**src/rtl/mem_arbiter.sv**
```systemverilog
// rtl/mem_arbiter.sv - fetch/data arbiter for one single-port synchronous memory
// Define MEM_ARBITER_ROUND_ROBIN_EN for round-robin arbitration; default is data-first priority.
module mem_arbiter #(
  parameter int ADDRESS_WIDTH = 8,
  parameter int DATA_WIDTH    = 32,
  parameter int MEM_LATENCY   = 2
) (
  input  logic                     clk,
  input  logic                     rst,
  input  logic                     if_req,
  input  logic [ADDRESS_WIDTH-1:0] if_addr,
  output logic [DATA_WIDTH-1:0]    if_rdata,
  output logic                     if_valid,
  output logic                     if_stall,
  input  logic                     dm_req,
  input  logic                     dm_we,
  input  logic [ADDRESS_WIDTH-1:0] dm_addr,
  input  logic [DATA_WIDTH-1:0]    dm_wdata,
  output logic [DATA_WIDTH-1:0]    dm_rdata,
  output logic                     dm_valid,
  output logic                     dm_stall,
  output logic                     mem_en,
  output logic                     mem_we,
  output logic [ADDRESS_WIDTH-1:0] mem_addr,
  output logic [DATA_WIDTH-1:0]    mem_wdata,
  input  logic [DATA_WIDTH-1:0]    mem_rdata
);

  localparam int CW = $clog2(MEM_LATENCY) + 1;

  localparam logic [1:0] S_IDLE  = 2'd0;
  localparam logic [1:0] S_ISSUE = 2'd1;
  localparam logic [1:0] S_WAIT  = 2'd2;
  localparam logic [1:0] S_DONE  = 2'd3;

  logic [1:0]               state_q, state_d;
  logic                     owner_q, owner_d;
  logic [CW-1:0]            cnt_q, cnt_d;
  logic                     if_valid_q, if_valid_d;
  logic                     dm_valid_q, dm_valid_d;
  logic [DATA_WIDTH-1:0]    if_rdata_q, if_rdata_d;
  logic [DATA_WIDTH-1:0]    dm_rdata_q, dm_rdata_d;
  logic                     mem_en_q, mem_en_d;
  logic                     mem_we_q, mem_we_d;
  logic [ADDRESS_WIDTH-1:0] mem_addr_q, mem_addr_d;
  logic [DATA_WIDTH-1:0]    mem_wdata_q, mem_wdata_d;
  logic                     grant_dm;

`ifdef MEM_ARBITER_ROUND_ROBIN_EN
  // last_grant_q: 1 = data was granted last; a lone requester ignores it
  logic last_grant_q;
  assign grant_dm = dm_req & (~if_req | ~last_grant_q);

  always_ff @(posedge clk) begin
    if (!rst) begin
      last_grant_q <= 1'b0;
    end else if (state_q == S_IDLE && (if_req || dm_req)) begin
      last_grant_q <= grant_dm;
    end
  end
`else
  assign grant_dm = dm_req;
`endif

  always_comb begin
    state_d     = state_q;
    owner_d     = owner_q;
    cnt_d       = cnt_q;
    if_valid_d  = 1'b0;
    dm_valid_d  = 1'b0;
    if_rdata_d  = if_rdata_q;
    dm_rdata_d  = dm_rdata_q;
    mem_en_d    = 1'b0;
    mem_we_d    = 1'b0;
    mem_addr_d  = mem_addr_q;
    mem_wdata_d = mem_wdata_q;
    case (state_q)
      S_IDLE: begin
        // The memory-side registers double as the latched transaction.
        if (if_req || dm_req) begin
          state_d     = S_ISSUE;
          owner_d     = grant_dm;
          mem_en_d    = 1'b1;
          mem_we_d    = grant_dm & dm_we;
          mem_addr_d  = grant_dm ? dm_addr : if_addr;
          mem_wdata_d = grant_dm ? dm_wdata : mem_wdata_q;
        end
      end
      S_ISSUE: begin
        cnt_d   = CW'(MEM_LATENCY - 1);
        state_d = S_WAIT;
      end
      S_WAIT: begin
        if (cnt_q == '0) begin
          if (owner_q) begin
            dm_rdata_d = mem_rdata;
            dm_valid_d = 1'b1;
          end else begin
            if_rdata_d = mem_rdata;
            if_valid_d = 1'b1;
          end
          state_d = S_DONE;
        end else begin
          cnt_d = cnt_q - CW'(1);
        end
      end
      S_DONE:  state_d = S_IDLE;
      default: state_d = S_IDLE;
    endcase
  end

  always_ff @(posedge clk) begin
    if (!rst) begin
      state_q     <= S_IDLE;
      owner_q     <= 1'b0;
      cnt_q       <= '0;
      if_valid_q  <= 1'b0;
      dm_valid_q  <= 1'b0;
      if_rdata_q  <= '0;
      dm_rdata_q  <= '0;
      mem_en_q    <= 1'b0;
      mem_we_q    <= 1'b0;
      mem_addr_q  <= '0;
      mem_wdata_q <= '0;
    end else begin
      state_q     <= state_d;
      owner_q     <= owner_d;
      cnt_q       <= cnt_d;
      if_valid_q  <= if_valid_d;
      dm_valid_q  <= dm_valid_d;
      if_rdata_q  <= if_rdata_d;
      dm_rdata_q  <= dm_rdata_d;
      mem_en_q    <= mem_en_d;
      mem_we_q    <= mem_we_d;
      mem_addr_q  <= mem_addr_d;
      mem_wdata_q <= mem_wdata_d;
    end
  end

  assign if_valid  = if_valid_q;
  assign dm_valid  = dm_valid_q;
  assign if_rdata  = if_rdata_q;
  assign dm_rdata  = dm_rdata_q;
  assign if_stall  = if_req & ~if_valid_q;
  assign dm_stall  = dm_req & ~dm_valid_q;
  assign mem_en    = mem_en_q;
  assign mem_we    = mem_we_q;
  assign mem_addr  = mem_addr_q;
  assign mem_wdata = mem_wdata_q;

endmodule

```
**config.mk**
```make
export PLATFORM = sky130hd
export DESIGN_NAME = mem_arbiter
export DESIGN_NICKNAME = d
export VERILOG_FILES = /design/src/rtl/mem_arbiter.sv
export SDC_FILE = /design/constraint.sdc
export NUM_CORES = 1
export LEC_CHECK = 0
export ABC_AREA = 1
export BUFFER_PORTS_ARGS = -buffer_cell sky130_fd_sc_hd__buf_2
export CAP_MARGIN = 30
export CELL_PAD_IN_SITES_DETAIL_PLACEMENT = 2
export CELL_PAD_IN_SITES_GLOBAL_PLACEMENT = 2
export CORE_UTILIZATION = 22
export CTS_CLUSTER_SIZE = 8
export DETAILED_ROUTE_END_ITERATION = 10
export GPL_TIMING_DRIVEN = 0
export PLACE_DENSITY_LB_ADDON = 0.1
export SKIP_CTS_REPAIR_TIMING = 1
export SLEW_MARGIN = 20
export SYNTH_ARGS = -nofsm -noshare
export SYNTH_HDL_FRONTEND = slang
export SYNTH_SLANG_ARGS = --single-unit
export TNS_END_PERCENT = 20
```
**constraint.sdc**
```tcl
create_clock -name clk -period 1.18 [get_ports clk]
set_input_delay 0.118 -clock clk [delete_from_list [all_inputs] [get_ports clk]]
set_output_delay 0.118 -clock clk [all_outputs]
set_load 0.02 [all_outputs]
```
==> After elaboration in Yosys (flattened, before gate mapping) <==
Cells that the tools add are included.
W data, S select, Z words.
{ "totals": {"ff_bits": 113, "mem_count": 0, "ramBits": 0, "wordCells": 46, "latch_bits": 0, "mem_bits_ro": 0, "in_bits": 85, "output_inout_bits": 110} }
{ "op_classes": {"bitwise_logic": 6, "addsub": 1, "n_reduce_logical": 13, "n_shift": 0, "order_cmp": 0, "div": 0, "mul": 0, "n_mux": 9, "n_eq_ne": 6} }
{ "op_table": {"columns": ["operator", "n"], "rows": [
  ["$reduce_and A3 Y1", 5],
  ["$mux W8", 1],
  ["$pmux W2 S4", 1],
  ["$reduce_and A2 Y1", 4],
  ["$mux W2", 3],
  ["$ne A2 B2 Y1 const B", 3],
  ["$eq A2 B2 Y1 const B", 2],
  ["$logic_not A2 Y1", 2],
  ["$pmux W2 S2", 1],
  ["$and A1 B1 Y1", 3],
  ["$mux W1", 3],
  ["$not A1 Y1", 3],
  ["$eq A2 B1 Y1 const B", 1],
  ["$reduce_bool A2 Y1", 1],
  ["$sub A2 B1 Y2 const B", 1],
  ["$logic_or A1 B1 Y1", 1]
]} }

==> Depth between registers and ports, before layout <==
Gate-level depths: netlist of run 1.
{ "depth": {"depth_word": 3, "ltp_mapped": 8, "ltp_nobuf": 7} }

==> Worst setup path after synthesis of run 1 <==
OpenSTA, ideal clock, no wires.
{ "synth_timing": {"kind": "register -> register", "start": "register state_q[0]", "end": "register dm_rdata_q[0] (netlist: dm_rdata[0])", "stages_incl_launch_ff": 9, "setup_ps": 116, "arrival_ps": 1178, "required_time_ps": 1064, "path_slack_ps": -114, "synth_period_minus_slack_ps": 1294, "n_path_buf": 1, "path_cell_list": "dfxtp_1 -> inv_1 -> ha_1 -> nand2_2 -> nor2_4 -> inv_2 -> buf_6 -> nor2_1 -> nor2_1"} }
{ "synth_via": {"elab_chain_cells": 2} }
{ "synth_rtl": {"columns": ["element", "line_no", "text"], "rows": [
  ["from (decl)", "36", "logic [1:0] state_q, state_d;"],
  ["from (signal assigned)", "126", "state_q <= state_d;"],
  ["$eq A2 B2 Y1", "77", "case (state_q)"],
  ["$reduce_and A3 Y1 (no source line)", null, null],
  ["to (signal assigned)", "132", "dm_rdata_q <= dm_rdata_d;"],
  ["to (decl)", "42", "logic [DATA_WIDTH-1:0] dm_rdata_q, dm_rdata_d;"]
]} }
Every way passes these cells.
A chain may end at the register's enable or synchronous reset.

==> Worst setup path in the final report of run 1 <==
{ "layout_timing": {"start": "register state_q[0]", "end": "register if_rdata_q[18] (netlist: if_rdata[18])"} }
{ "layout_via": {"elab_chain_cells": 2} }
{ "layout_rtl": {"columns": ["element", "line_no", "text"], "rows": [
  ["$eq A2 B2 Y1", "77", null],
  ["$reduce_and A3 Y1 (no source line)", null, null],
  ["to (signal assigned)", "131", "if_rdata_q <= if_rdata_d;"],
  ["to (decl)", "41", "logic [DATA_WIDTH-1:0] if_rdata_q, if_rdata_d;"]
]} }
Every way passes these cells.

==> flow_metrics.tcl, run 1 <==
set metrics [dict create \
    status "finished, violations left" \
    violations "hold timing, setup timing" \
    required_ns 1.48 \
    diodes 0 \
    synthTopCellsByArea "dfxtp_1 54%, nor2_1 20%, o21ai_0 10%" \
    ys_ff_latch 113 \
    synth_compound_area_share_pct 12.6 \
    cts_tree "done" \
    fp.coreArea_um2 18300 \
    tightest_slew_ns 0.494 \
    dieArea_um2 19500 \
    h-tree-depth 4 \
    p_leak_nw 3.42 \
    crit_type "flop to flop" \
    grt_use_total_pct 16.6 \
    hold_class "input port to flop" \
    wl_per_cell_um 15.6 \
    hpwl_mm 11.7 \
    cts-root-buf "clkbuf_16" \
    synth_cell_types 20 \
    synth_top_flop_cell "dfxtp_1" \
    grt_max_degree 17 \
    synthXorXnorAreaFrac_pct 0 \
    netlist_instances 548 \
    clockBufferDepth 2 \
    cts_sinks 113 \
    layout-drive-gt1-share_pct 39.2 \
    gr-total-overflow 0 \
    slew_headroom_pct 67.1 \
    syn-mean-instance-area_um2 7.60 \
    setup_slack_ns -0.240 \
    drtPass1Iterations 4 \
    antenna_found_initial 0 \
    power_density_nw_per_um2 2360 \
    vias 4661 \
    rsz0062_at_grt "yes" \
    syn_nets 638 \
    fill_cells 2101 \
    synth_warnings 0 \
    io_pins 195 \
    clk_latency_ns 0.41 \
    fmax_mhz 704 \
    grt_pass1_wl_mm 25.0 \
    first_iter_violations 75 \
    synth_seq_area_share_pct 54.3 \
    syn2layout_area_growth_pct 66.8 \
    wl_mm 16.5 \
    place_congestion 0.722 \
    synth_edf_count 0 \
    peakVddDrop_mv 1.04 \
    highest_layer "met4" \
    chipWidth_um 140 \
    totalPowerFinal_mw 16.4 \
    met1_length_mm 7.13 \
    die-height_um 140 \
    regToRegSetupSlack_ns -0.24 \
    std_cell_rows 49 \
    final_antenna_net_count 0 \
    worstSetupEndpointType "flop" \
    synthMuxAreaShare_pct 0 \
    cp-start-kind "flop" \
    clkTransAtPathRegs_ns 0.05 \
    setup_tns_ns -17.81 \
    async_flop_share_pct 0 \
    fin_nets 908 \
    synthAdderAreaFrac_pct 1.50 \
    finalCritPeriodShare_pct 120 \
    setup_viol 108 \
    worstPathArrival_ns 1.72 \
    cp_max_fo 10 \
    grt_pass1_vias 4804 \
    wl_met3_um 874 \
    numCtsBuffers 17 \
    period_needed_ns 1.42 \
    maxCapViolCount 0 \
    hold_viol 13 \
    yosys.area_share.simple_pct 25.1 \
    port_buffers 193 \
    finClkSkew_ns 0.00585 \
    yosysTopAreaCell "dfxtp_1" \
    start_util_pct 22.8 \
    synth_most_common_cell "nor2_1" \
    holdWs_ns -0.0314 \
    wl_met2_mm 8.25 \
    synth_top_family_by_area "simple AND/OR/NAND/NOR gates" \
    yosysTopAreaCellShare_pct 54.3 \
    drcViolationCount 0 \
    syn_area_um2 4170 \
    drv_slew 0 \
    avgViaCountPerCell 4.40 \
    synth_common_cells "218 x nor2_1, 113 x dfxtp_1, 87 x o21ai_0" \
]
[registers in the layout, summed over array words and instances (netlist names)]
register	flops
mem_wdata	32
mem_addr	8
if_valid	1
owner_q	1
state_q	2
if_rdata	32
mem_en	1
dm_valid	1
dm_rdata	32
cnt_q	2
mem_we	1
[critical path: stages (launching register included)]
cell,delay (ns)
dfxtp_4,0.35
inv_4,0.08
ha_4,0.17
nand2_4,0.07
nor2_4,0.13
buf_12,0.14
inv_8,0.05
buf_8,0.14
nor2_2,0.11
nor2_1,0.06
[final timing paths]
path	from	endpoint	cells after the start
max	state_q[0]	if_rdata[18]	9
min	dm_wdata[27]	mem_wdata[27]	3
max reg2reg	state_q[0]	if_rdata[18]	9
min reg2reg	cnt_q[1]	cnt_q[1]	2
[area by class of cell]
| class | instances | area (µm²) | area share, % |
|---|---|---|---|
| well taps | 229 | 287 | 4.12 |
| clock buffers | 21 | 470 | 6.77 |
| inverters | 21 | 96.3 | 1.39 |
| plain buffers | 32 | 290 | 4.18 |
| multi-input cells | 382 | 1840 | 26.5 |
| clock inverters | 10 | 110 | 1.58 |
| repair buffers | 251 | 1590 | 22.8 |
| flip-flops and latches | 113 | 2270 | 32.6 |
[kinds of logic (layout without fill, tap and decap cells)]
family | after synthesis | count (layout)
simple gates | 273 | 273
compound gates | 104 | 104
fa+ha+maj | 5 | 5
buf+inv | 53 | 335
flops | 113 | 113
[per-stage QoR]
stage	instances	setup slack, ns	area (µm²)	hold slack, ns	util (%)
floorplan	548	0.00236	4190	0.240	-
global placement	970	-0.239	5450	0.346	29.8
detailed placement	970	-0.325	5450	0.347	29.8
CTS	1001	-0.370	6030	-0.0874	33.0
global route	1059	-0.303	6950	-0.0133	38.0
finish	1059	-0.240	6950	-0.0314	38.0
[layout by cell type, fill, tap and decap left out, drive strengths merged]
cell type	Yosys	final
dlygate4sd3	0	49
bufinv	0	2
dfxtp	113	113
nand3b	1	1
nand3	1	1
clkinvlp	0	4
nand2	51	51
inv	20	20
buf	20	220
a21oi	5	5
o21ai	99	99
clkbuf	12	35
ha	5	5
nor2	220	220
clkinv	1	5
[metal layers]
layer / track usage (%) / up-vias
met2: 28.4 / 136
met3: 5.40 / 19
met4: 6.25 / 0
met1: 19.2 / 2227
li1: - / 2279
met5: 0 / -
[report_power, final]
group,switching [mW],internal [mW],total (mW),leakage [nW]
Clock,1.84,3.24,5.09,0.277
Combinational,3.77,2.25,6.02,2.22
Sequential,0.484,4.79,5.27,0.925
Power figures use the tool's default switching activity.
==> inputs of run 2 (changes only) <==
==> constraint.sdc (replaced) <==
create_clock -name clk -period 1.18 [get_ports clk]
set_input_delay 0 -clock clk [delete_from_list [all_inputs] [get_ports clk]]
set_output_delay 0 -clock clk [all_outputs]
set_load 0.02 [all_outputs]
==> run 2 against run 1 <==
Against the previous run:
- final cell count increased by 2.7%
- non-clock buffer count increased by 29
- setup slack improved by 0.016 ns
- maximum frequency increased by 1.1%
- sequential cell count unchanged
- the flow still finishes with violations (hold timing, setup timing)
- critical path type unchanged
- clock skew about the same
- via count increased by 2.1%
- count of clock-buffer cells in the layout unchanged
- die area unchanged
- sequential power about the same
==> flow_metrics.tcl, run 2 (synthesized netlist as in run 1, its figures left out) <==
set metrics [dict create \
    status "finished, violations left" \
    violations "hold timing, setup timing" \
    fin_nets 937 \
    finClkSkew_ns 0.00573 \
    final_antenna_net_count 0 \
    diodes 0 \
    p_int_mw 10.4 \
    p_switching_mw 6.12 \
    seqPwrFrac_pct 32.1 \
    totalPowerFinal_mw 16.5 \
    drv_slew 0 \
    fill_cells 2088 \
    clkTransAtPathRegs_ns 0.05 \
    clockBufferDepth 2 \
    slew_headroom_pct 67.5 \
    hold_viol 2 \
    period_needed_ns 1.40 \
    grt_pass1_vias 4804 \
    wl_mm 17.1 \
    dieArea_um2 19500 \
    clkPwrFrac_pct 30.8 \
    grtUsageMet3_pct 5.40 \
    setup_slack_ns -0.224 \
    crit_path_max_incr_delay_ns 0.35 \
    regArea_um2 2270 \
    cp_max_fo 10 \
    syn2layout_area_growth_pct 73.8 \
    use_met2_pct 28.4 \
    switching_share_pct 37.2 \
    power_density_nw_per_um2 2280 \
    regToRegSetupSlack_ns -0.22 \
    grt_max_degree 17 \
    combinationalPowerShare_pct 37.1 \
    drtPass1Iterations 4 \
    top_usage_layer "met2" \
    wl_per_cell_um 15.7 \
    worstSetupEndpointType "flop" \
    slowest_stage "dfxtp_4" \
    antenna_found_initial 0 \
    start_util_pct 22.8 \
    numCtsBuffers 17 \
    pre_cts_ws_ns -0.325 \
    finalCritPeriodShare_pct 119 \
    hpwl_mm 11.7 \
    cts_tree "done" \
    multi_input_area_um2 1840 \
    die-height_um 140 \
    first_iter_violations 92 \
    cts-root-buf "clkbuf_16" \
    p_leak_nw 3.55 \
    hold_class "input port to flop" \
    maxCapViolCount 0 \
    cts_sinks 113 \
    io_pins 195 \
    crit_type "flop to flop" \
    avgViaCountPerCell 4.37 \
    required_ns 1.48 \
    vias 4757 \
    std_cell_rows 49 \
    cp-start-kind "flop" \
    layout-drive-gt1-share_pct 37.8 \
    h-tree-depth 4 \
    cp_cell_sequence "inv_4 > ha_4 > nand2_4 > nor2_4 > buf_12 > inv_8 > buf_8 > nor2_2 > nor2_1" \
    final_common_cell "buf_2" \
    grt_use_total_pct 16.6 \
    gr-total-overflow 0 \
    grtUsageMet1_pct 19.2 \
    crit_family "buffers and inverters" \
    holdWs_ns -0.0343 \
    cp_num_buf_inv 4 \
    peakVddDrop_mv 1.03 \
    fp.coreArea_um2 18300 \
    clk_latency_ns 0.41 \
    chipWidth_um 140 \
    tightest_slew_ns 0.488 \
    rsz0062_at_grt "yes" \
    grt_pass1_wl_mm 25.0 \
    final_cell_mix "197 x buf_2, 162 x nor2_1, 111 x dfxtp_1" \
    worstPathArrival_ns 1.70 \
    setup_viol 108 \
    place_congestion 0.722 \
    fmax_mhz 712 \
    drcViolationCount 0 \
    port_buffers 193 \
]
-- run 2: cell types whose count changed in the layout (fill, tap and decap cells not counted), sizes merged --
cell,before,now
dlygate4sd3,49,78
-- run 2: tightest hold or removal path, cell delays in order --
cell and delay, ns:
buf_2 0.08, nand2_1 0.05, nand2_1 0.07, nor2_1 0.04
nor2_1 0.09
-- run 2: final timing paths --
path | from | end | cells past startpoint
max | state_q[0] | if_rdata[18] | 9
min | dm_addr[7] | mem_addr[7] | 5
max reg2reg | state_q[0] | if_rdata[18] | 9
min reg2reg | cnt_q[1] | cnt_q[1] | 2
-- run 2: power groups by stage --
stage,Combinational (mW),Clock (mW),Sequential [mW]
finish,6.12,5.08,5.28
CTS,5.28,5.24,5.27
floorplan,2.22,0,6.36
global route,6.75,5.41,5.41
detailed placement,5.24,0,5.33
global placement,5.06,0,5.27
-- run 2: layout make-up --
class,instances,share of cell area (%)
flip-flops and latches,113,31.3
repair buffers,280,25.9
multi-input cells,382,25.4
clock buffers,21,6.50
plain buffers,32,4.01
well taps,229,3.96
clock inverters,10,1.52
inverters,21,1.33
-- run 2: per-layer routing --
metal  routed length [µm]  part of all wire [%]
met3                  838                   4.9
met5                    0                     0
met1                 7390                    43
met2                 8590                    50
met4                  248                   1.5
-- run 2: stage by stage --
step	setup TNS, ns	util, %	hold slack [ns]	std cells	instance area (µm²)
global placement	-17.53	29.8	0.228	970	5450
floorplan	0	-	0.115	548	4190
global route	-28.08	39.6	0.0132	1088	7240
detailed placement	-23.87	29.8	0.229	970	5450
CTS	-26.95	33.0	-0.205	1001	6030
finish	-17.78	39.6	-0.0343	1088	7240
